===== config.mk =====
export PLATFORM = sky130hd
export DESIGN_NAME = addr_dec_ws
export DESIGN_NICKNAME = d
export VERILOG_FILES = /design/src/rtl/addr_dec_pkg.sv /design/src/rtl/addr_region_match.sv /design/src/rtl/addr_dec_ws.sv
export SDC_FILE = /design/constraint.sdc
export NUM_CORES = 1
export LEC_CHECK = 0
export CORE_MARGIN = 2
export CORE_UTILIZATION = 44
export CTS_CLUSTER_DIAMETER = 120
export CTS_CLUSTER_SIZE = 12
export DETAILED_ROUTE_END_ITERATION = 12
export DONT_BUFFER_PORTS = 1
export GPL_TIMING_DRIVEN = 0
export PLACE_DENSITY = 0.59
export SLEW_MARGIN = 20
export SYNTH_ARGS = -nofsm -noshare
export SYNTH_HDL_FRONTEND = slang
export SYNTH_HIERARCHICAL = 1
export SYNTH_SLANG_ARGS = --single-unit

===== constraint.sdc =====
create_clock -name clk -period 6.8 [get_ports clk]
set_input_delay 0.68 -clock clk [delete_from_list [all_inputs] [get_ports clk]]
set_output_delay 0.68 -clock clk [all_outputs]
set_load 0.005 [all_outputs]

===== src/rtl/addr_dec_pkg.sv =====
// +--------------------------------------------------------------------------+
// | addr_dec_pkg : shared types and reset map for the addr_dec_ws decoder    |
// | Rev 1.0                                                                  |
// +--------------------------------------------------------------------------+
`default_nettype none

package addr_dec_pkg;

    // Table fields are stored at a fixed maximum width; narrower configs zero-extend.
    localparam int ADDR_MAX_W      = 32;
    localparam int WS_MAX_W        = 16;
    localparam int RST_NUM_REGIONS = 4;
    localparam int RST_MASK_BITS   = 6;

    localparam logic [ADDR_MAX_W-1:0] RST_BASE_0 = 32'h0000_0400;
    localparam logic [ADDR_MAX_W-1:0] RST_BASE_1 = 32'h0000_0800;
    localparam logic [ADDR_MAX_W-1:0] RST_BASE_2 = 32'h0000_0C00;
    localparam logic [ADDR_MAX_W-1:0] RST_BASE_3 = 32'h0000_7C00;

    typedef enum logic [1:0] {
        ST_IDLE   = 2'd0,
        ST_ACCESS = 2'd1,
        ST_DONE   = 2'd2
    } state_e;

    typedef struct packed {
        logic [ADDR_MAX_W-1:0] base;
        logic [ADDR_MAX_W-1:0] mask;
        logic [WS_MAX_W-1:0]   ws;
        logic                  en;
    } region_t;

    function automatic region_t rst_region(input int idx, input int aw);
        region_t r;
        r = '0;
        if (idx < RST_NUM_REGIONS) begin
            case (idx)
                0:       r.base = RST_BASE_0;
                1:       r.base = RST_BASE_1;
                2:       r.base = RST_BASE_2;
                default: r.base = RST_BASE_3;
            endcase
            for (int b = 0; b < ADDR_MAX_W; b++) begin
                if ((b >= aw - RST_MASK_BITS) && (b < aw)) begin
                    r.mask[b] = 1'b1;
                end
            end
            r.en = 1'b1;
        end
        return r;
    endfunction

endpackage

`default_nettype wire


===== src/rtl/addr_region_match.sv =====
// +--------------------------------------------------------------------------+
// | addr_region_match : masked base compare for one decoder region           |
// | Rev 1.0                                                                  |
// +--------------------------------------------------------------------------+
`default_nettype none

module addr_region_match
    import addr_dec_pkg::*;
(
    input  logic [ADDR_MAX_W-1:0] i_addr,
    input  logic [ADDR_MAX_W-1:0] i_base,
    input  logic [ADDR_MAX_W-1:0] i_mask,
    input  logic                  i_en,
    output logic                  o_hit
);

    assign o_hit = i_en && ((i_addr & i_mask) == (i_base & i_mask));

endmodule

`default_nettype wire


===== src/rtl/addr_dec_ws.sv =====
// +--------------------------------------------------------------------------+
// | addr_dec_ws : programmable address decoder with per-region wait states   |
// | Optional: ADDR_DEC_ERR_RESP_EN pulses err with ready on unmapped access. |
// | Supports ADDR_W up to 32 and WS_W up to 16.                              |
// | Rev 1.0                                                                  |
// +--------------------------------------------------------------------------+
`default_nettype none

module addr_dec_ws
    import addr_dec_pkg::*;
#(
    parameter int ADDR_W = 16,
    parameter int NUM_CS = 4,
    parameter int WS_W   = 4
) (
    input  logic                                              clk,
    input  logic                                              rst_n,
    input  logic                                              req,
    input  logic [ADDR_W-1:0]                                 addr,
    output logic [NUM_CS-1:0]                                 cs,
    output logic                                              ready,
    output logic                                              err,
    output logic                                              busy,
    input  logic                                              cfg_we,
    input  logic [((NUM_CS > 1) ? $clog2(NUM_CS) : 1)-1:0]    cfg_idx,
    input  logic [ADDR_W-1:0]                                 cfg_base,
    input  logic [ADDR_W-1:0]                                 cfg_mask,
    input  logic [WS_W-1:0]                                   cfg_ws,
    input  logic                                              cfg_en
);

    localparam int IDX_W = (NUM_CS > 1) ? $clog2(NUM_CS) : 1;

    state_e                r_state;
    logic [NUM_CS-1:0]     r_cs;
    logic [WS_MAX_W-1:0]   r_cnt;
    region_t               r_table [NUM_CS];

    logic [ADDR_MAX_W-1:0] w_addr_ext;
    logic [NUM_CS-1:0]     w_hit;
    logic [NUM_CS-1:0]     w_sel;
    logic [WS_MAX_W-1:0]   w_sel_ws;
    logic                  w_found;
    region_t               w_cfg_entry;

    assign w_addr_ext       = ADDR_MAX_W'(addr);
    assign w_cfg_entry.base = ADDR_MAX_W'(cfg_base);
    assign w_cfg_entry.mask = ADDR_MAX_W'(cfg_mask);
    assign w_cfg_entry.ws   = WS_MAX_W'(cfg_ws);
    assign w_cfg_entry.en   = cfg_en;

    // An index outside 0..NUM_CS-1 matches no entry and is dropped.
    always_ff @(posedge clk) begin
        for (int i = 0; i < NUM_CS; i++) begin
            if (!rst_n) begin
                r_table[i] <= rst_region(i, ADDR_W);
            end else if (cfg_we && (cfg_idx == IDX_W'(i))) begin
                r_table[i] <= w_cfg_entry;
            end
        end
    end

    for (genvar g = 0; g < NUM_CS; g++) begin : g_match
        addr_region_match u_match (
            .i_addr (w_addr_ext),
            .i_base (r_table[g].base),
            .i_mask (r_table[g].mask),
            .i_en   (r_table[g].en),
            .o_hit  (w_hit[g])
        );
    end

    always_comb begin
        w_sel    = '0;
        w_sel_ws = '0;
        w_found  = 1'b0;
        for (int i = 0; i < NUM_CS; i++) begin
            if (w_hit[i] && !w_found) begin
                w_found  = 1'b1;
                w_sel[i] = 1'b1;
                w_sel_ws = r_table[i].ws;
            end
        end
    end

    // Decode sees the table as it was before any same-edge cfg write.
    always_ff @(posedge clk) begin
        if (!rst_n) begin
            r_state <= ST_IDLE;
            r_cs    <= '0;
            r_cnt   <= '0;
        end else begin
            case (r_state)
                ST_IDLE: begin
                    if (req) begin
                        r_state <= ST_ACCESS;
                        r_cs    <= w_sel;
                        r_cnt   <= w_sel_ws;
                    end
                end
                ST_ACCESS: begin
                    if (r_cnt == '0) begin
                        r_state <= ST_DONE;
                    end else begin
                        r_cnt <= r_cnt - WS_MAX_W'(1);
                    end
                end
                ST_DONE: begin
                    r_state <= ST_IDLE;
                    r_cs    <= '0;
                end
                default: begin
                    r_state <= ST_IDLE;
                    r_cs    <= '0;
                end
            endcase
        end
    end

    assign cs    = r_cs;
    assign ready = (r_state == ST_DONE);
    assign busy  = (r_state != ST_IDLE);

`ifdef ADDR_DEC_ERR_RESP_EN
    logic r_unmapped;

    always_ff @(posedge clk) begin
        if (!rst_n) begin
            r_unmapped <= 1'b0;
        end else if ((r_state == ST_IDLE) && req) begin
            r_unmapped <= ~|w_sel;
        end
    end

    assign err = ready && r_unmapped;
`else
    assign err = 1'b0;
`endif

endmodule

`default_nettype wire


# Yosys cells after proc, flatten, opt, wreduce, memory -nomap -nowiden
# Memories as Yosys holds them, arrays and structs flattened.
# Index checks and enable logic that the tools add are counted.
[op_classes]
add_sub_neg = 1
mul = 0
n_div = 0
magnitude_cmp = 0
eq_ne = 12
shifts = 0
mux = 41
n_bitwise = 13
reduce_logical = 22
[op_table]
columns = ["operator", "n"]
rows = [
  ["53-bit 2-to-1 mux", 4],
  ["16-bit by 32-bit bitwise AND with 32-bit output", 4],
  ["32-bit bitwise AND", 4],
  ["32-bit equality test", 4],
  ["32-bit 2-to-1 mux", 4],
  ["16-bit 2-to-1 mux", 6],
  ["16-bit one-hot mux with 2 select lines", 1],
  ["1-bit 2-to-1 mux", 20],
  ["16-bit logical NOT", 1],
  ["16-bit by 1-bit subtractor with 16-bit output, second input constant", 1],
  ["1-bit logical AND", 11],
  ["4-bit one-hot mux with 2 select lines", 1],
  ["2-bit equality test, second input constant", 3],
  ["6-bit 2-to-1 mux", 1],
  ["2-bit != test, second input constant", 3],
  ["2-bit by 1-bit equality test with 1-bit output, second input constant", 2],
  ["2-bit logical NOT", 2],
  ["2-bit 2-to-1 mux", 2],
  ["4-bit 2-to-1 mux", 1],
  ["1-bit bitwise OR", 4],
  ["2-bit one-hot mux with 2 select lines", 1],
  ["2-bit AND reduction", 2],
  ["2-bit nonzero test", 2],
  ["1-bit logical NOT", 3],
  ["other kinds (2)", 2],
]
[word_totals]
register_bits = 22
latchBits = 0
ramBits = 212
romBits = 0
input_bits = 59
out_inout_bits = 7
elab_cells = 93
n_memories = 1
[mem_list]
columns = ["name", "depth", "width", "read_ports", "rd_ports_with_merged_regs", "write_ports", "line", "rtl"]
rows = [
  ["r_table", 4, 53, 4, 0, 4, "addr_dec_ws.sv:37", "region_t r_table [NUM_CS];"],
]

# Longest topological paths before layout
# An unclocked memory read counts as a cell.
[logic_depth]
word_depth = 16
ltp_mapped = 11
mapped_depth_nobuf = 10

# Cells and area by module
# The synthesis kept the hierarchy.
[modules_own_cells]
columns = ["module", "instances", "cells_per_inst", "area_each_um2"]
rows = [
  ["addr_dec_ws", 1, 488, 6767.7],
  ["addr_region_match", 4, 52, 465.4],
]

# Worst setup path before layout
# No wires, ideal clock.
[synth_path]
path_type = "input to register"
startpoint = "in cfg_idx[0] (netlist name)"
endpoint = "mem r_table[2][0] (netlist name), enable pin"
arrival_ns = 3.815
required_time_ns = 6.317
slack_ns = 2.502
stages = 4
n_path_buf = 2
path_cell_list = "nand2b_1 -> clkbuf_1 -> clkbuf_1 -> o21ai_0"
[synth_lines]
columns = ["element", "line", "rtl"]
rows = [
  ["from (decl)", "addr_dec_ws.sv:25", "input logic [((NUM_CS > 1) ? $clog2(NUM_CS) : 1)-1:0] cfg_idx,"],
  ["to (decl)", "addr_dec_ws.sv:37", ""],
]

==> impl_metrics.json <==
{
  "cts_tree": "yes",
  "report.final.hold_viol_count": 0,
  "numCtsBuffers": 17,
  "r2r_start": "r_table[1][27]",
  "timing.hold.worst_path_depth": 1,
  "h-tree-depth": 4,
  "ys_warn_count": 6,
  "drc": 0,
  "routed_via_density": 4.86,
  "end_kind": "flop",
  "multiInputGateArea_um2": 4390,
  "min_period_ns": 2.96,
  "ys_types": 49,
  "wire_per_inst_um": 17.3,
  "cp-start-kind": "flop",
  "final-seq-area_um2": 4880,
  "power_density_nw_per_um2": 276,
  "tightest_slew_ns": 0.790,
  "rsz0062_at_grt": "no",
  "grt_overflow": 0,
  "cpMaxStageDelayCell": "a221oi_1",
  "hp-start": "cfg_mask[11]",
  "numPlacedInstances": 1161,
  "slew_headroom_pct": 47.4,
  "final_antenna_net_count": 0,
  "syn2layout_area_growth_pct": 21.2,
  "gr-usage-all-layers_pct": 21.0,
  "stdcell_count": 1193,
  "place.gp.congestion": 0.810,
  "synth.most_common_cell": "edfxtp_1",
  "synth-edff-count": 148,
  "status": "finished, final reports clean",
  "synth-main-ff-cell": "edfxtp_1",
  "syn_avg_cell_area_um2": 12.4,
  "path_clk_slew_ns": 0.06,
  "fp.dieW_um": 144,
  "portBuffers": 0,
  "cts_root_buffer": "clkbuf_16",
  "row_count": 51,
  "fillCellCount": 1703,
  "maxCapViolCount": 0,
  "ff2ff_setup_slack_ns": 3.84,
  "clockBufferDepth": 2,
  "drive_gt1_share_pct": 7.87,
  "yosys.area.top_type_share_pct": 51.5,
  "min_path_type": "in2reg",
  "synth-async-reset-ratio_pct": 0,
  "min_to": "r_table[3][16]",
  "required_ns": 7.11,
  "slowest_delay_ns": 0.40,
  "ir_drop_mv": 0.184,
  "ys_top_cells_by_area": "edfxtp_1, xor2_1, and2_1, dfxtp_1, or3_1",
  "finalMaxSlewViolations": 0,
  "fin_skew_ns": 0.0101,
  "grt_antenna_before_repair": 0,
  "arrival_ns": 3.27,
  "vias": 5797,
  "synth_seq_cells": 170,
  "p_leak_nw": 4.39,
  "ff2ff_path_depth": 10,
  "ys_seq_area_share_pct": 56.6,
  "post_cts_buffers": 0,
  "syn_inst": 696,
  "cts_hold_buf": 0,
  "drtPass1Iterations": 4,
  "setup_tns_ns": 0,
  "routed_wl_um": 20600,
  "cts_sinks": 170,
  "crit_type": "reg2reg",
  "start_util_pct": 44.6,
  "cp_max_fo": 10,
  "grt_max_degree": 17,
  "first_global_vias": 5910,
  "drtIter0Drc": 317,
  "cts_resized": 0,
  "cp_cell_sequence": "xor2_1 -> a22o_1 -> a221oi_2 -> nand4_1 -> nor3_2 -> clkbuf_1 -> nor4b_1 -> a221oi_1 -> a31oi_1 -> o221a_2",
  "synth_commonest_cells": "edfxtp_1, xor2_1, and2_1",
  "finalNetCount": 975,
  "min_period_over_period_pct": 43.5,
  "setup_violations": 0,
  "fin_util_pct": 54.1,
  "grt_pass1_wl_um": 31700,
  "synthesis.area_um2": 8630,
  "r2r-end": "r_cnt[2]",
  "die_area_um2": 20700,
  "die_h_um": 144,
  "clkLatencyLatePin_ns": 0.43,
  "fmax_mhz": 338,
  "synth_top_cell_by_area": "edfxtp_1",
  "coreArea_um2": 19300,
  "hpwl_um": 15100,
  "ios": 66
}
placed cells by master (no fill, tap or decap), types with 5 or more instances in the layout:
cell type,instances
conb_1,193
edfxtp_1,148
clkbuf_1,25
dfxtp_1,22
a22o_1,20
xnor2_1,5
nor2_1,28
a22oi_1,16
nor3_1,6
nand2_1,19
a21oi_1,16
xor2_1,131
clkbuf_16,17
inv_1,7
nand2b_1,5
a221oi_1,6
or3_1,39
nand4_1,15
a221oi_2,16
and2_1,111
kinds of logic (layout without fill, tap and decap cells):
family / after synthesis / count (layout) / share of synthesized area, %
other: 1 / 194 / 0.0435
adder cells (fa/ha/maj): 1 / 1 / 0.145
AO/OA/AOI/OAI: 100 / 100 / 10.0
AND/OR/NAND/NOR: 253 / 253 / 17.6
flip-flops: 170 / 170 / 56.6
XOR/XNOR: 136 / 136 / 13.8
buffers and inverters: 32 / 71 / 1.45
multiplexers: 3 / 3 / 0.348
area by class of cell:
cell class / count / area share [%]
clock buffer: 19 / 4.14
inverter: 7 / 0.251
multi-input combinational: 686 / 41.9
buffer: 25 / 0.945
clock inverter: 12 / 1.22
sequential: 170 / 46.7
antenna: 1 / 0.0239
timing repair buffer: 8 / 1.63
tap: 265 / 3.17
state kept, by name, summed over array words and instances (netlist names):
name,count
cs,4
r_cnt,16
r_state,2
r_table,148
through the flow:
| step | hold slack (ns) | total power [W] | setup WS, ns | cell area [µm²] |
|---|---|---|---|---|
| 3_5_place_dp | 0.481 | 0.00197 | 3.60 | 9900 |
| 4_1_cts | 0.413 | 0.00290 | 3.89 | 10500 |
| 6_report | 0.429 | 0.00289 | 3.84 | 10500 |
| 3_3_place_gp | 0.470 | 0.00194 | 0.182 | 9680 |
| 5_1_grt | 0.410 | 0.00303 | 3.66 | 10500 |
| 2_1_floorplan | 0.459 | 0.00182 | 2.50 | 9350 |
where the power goes:
group	total, W	internal, W	leakage [nW]	switching (W)
combinational	0.000641	0.000271	2.49	0.000369
sequential	0.00131	0.00124	1.64	0.0000740
clock	0.000937	0.000537	0.266	0.000400
how the worst max path moves through the flow:
stage	slack, ns	endpoint	from
final	3.84	r_cnt[2]	r_table[1][27]
after global routing	3.66	r_cnt[3]	r_table[1][27]
after CTS	3.89	r_cnt[2]	r_table[1][27]
after detailed placement	3.60	r_cnt[3]	addr[6]
after global placement	0.18	r_table[2][7]	cfg_idx[0]
after floorplan	2.50	r_table[2][0]	cfg_idx[0]
worst max-delay path, delay by kind of cell (launching register included):
kind / cells / cell delay [ns]
AOI/OAI and AO/OA: 5 / 1.20
xor gates and xnor gates: 1 / 0.16
buffers and inverters: 1 / 0.39
DFF: 1 / 0.39
and+or+nand+nor: 3 / 0.70
routing by layer:
metal	track usage, %	wire length [µm]	up-vias
li1	-	-	2795
met1	26.0	8740	2811
met2	35.2	10200	159
met3	5.86	1210	32
met4	7.43	473	0
met5	0	0	-
Power figures use the tool's default switching activity.
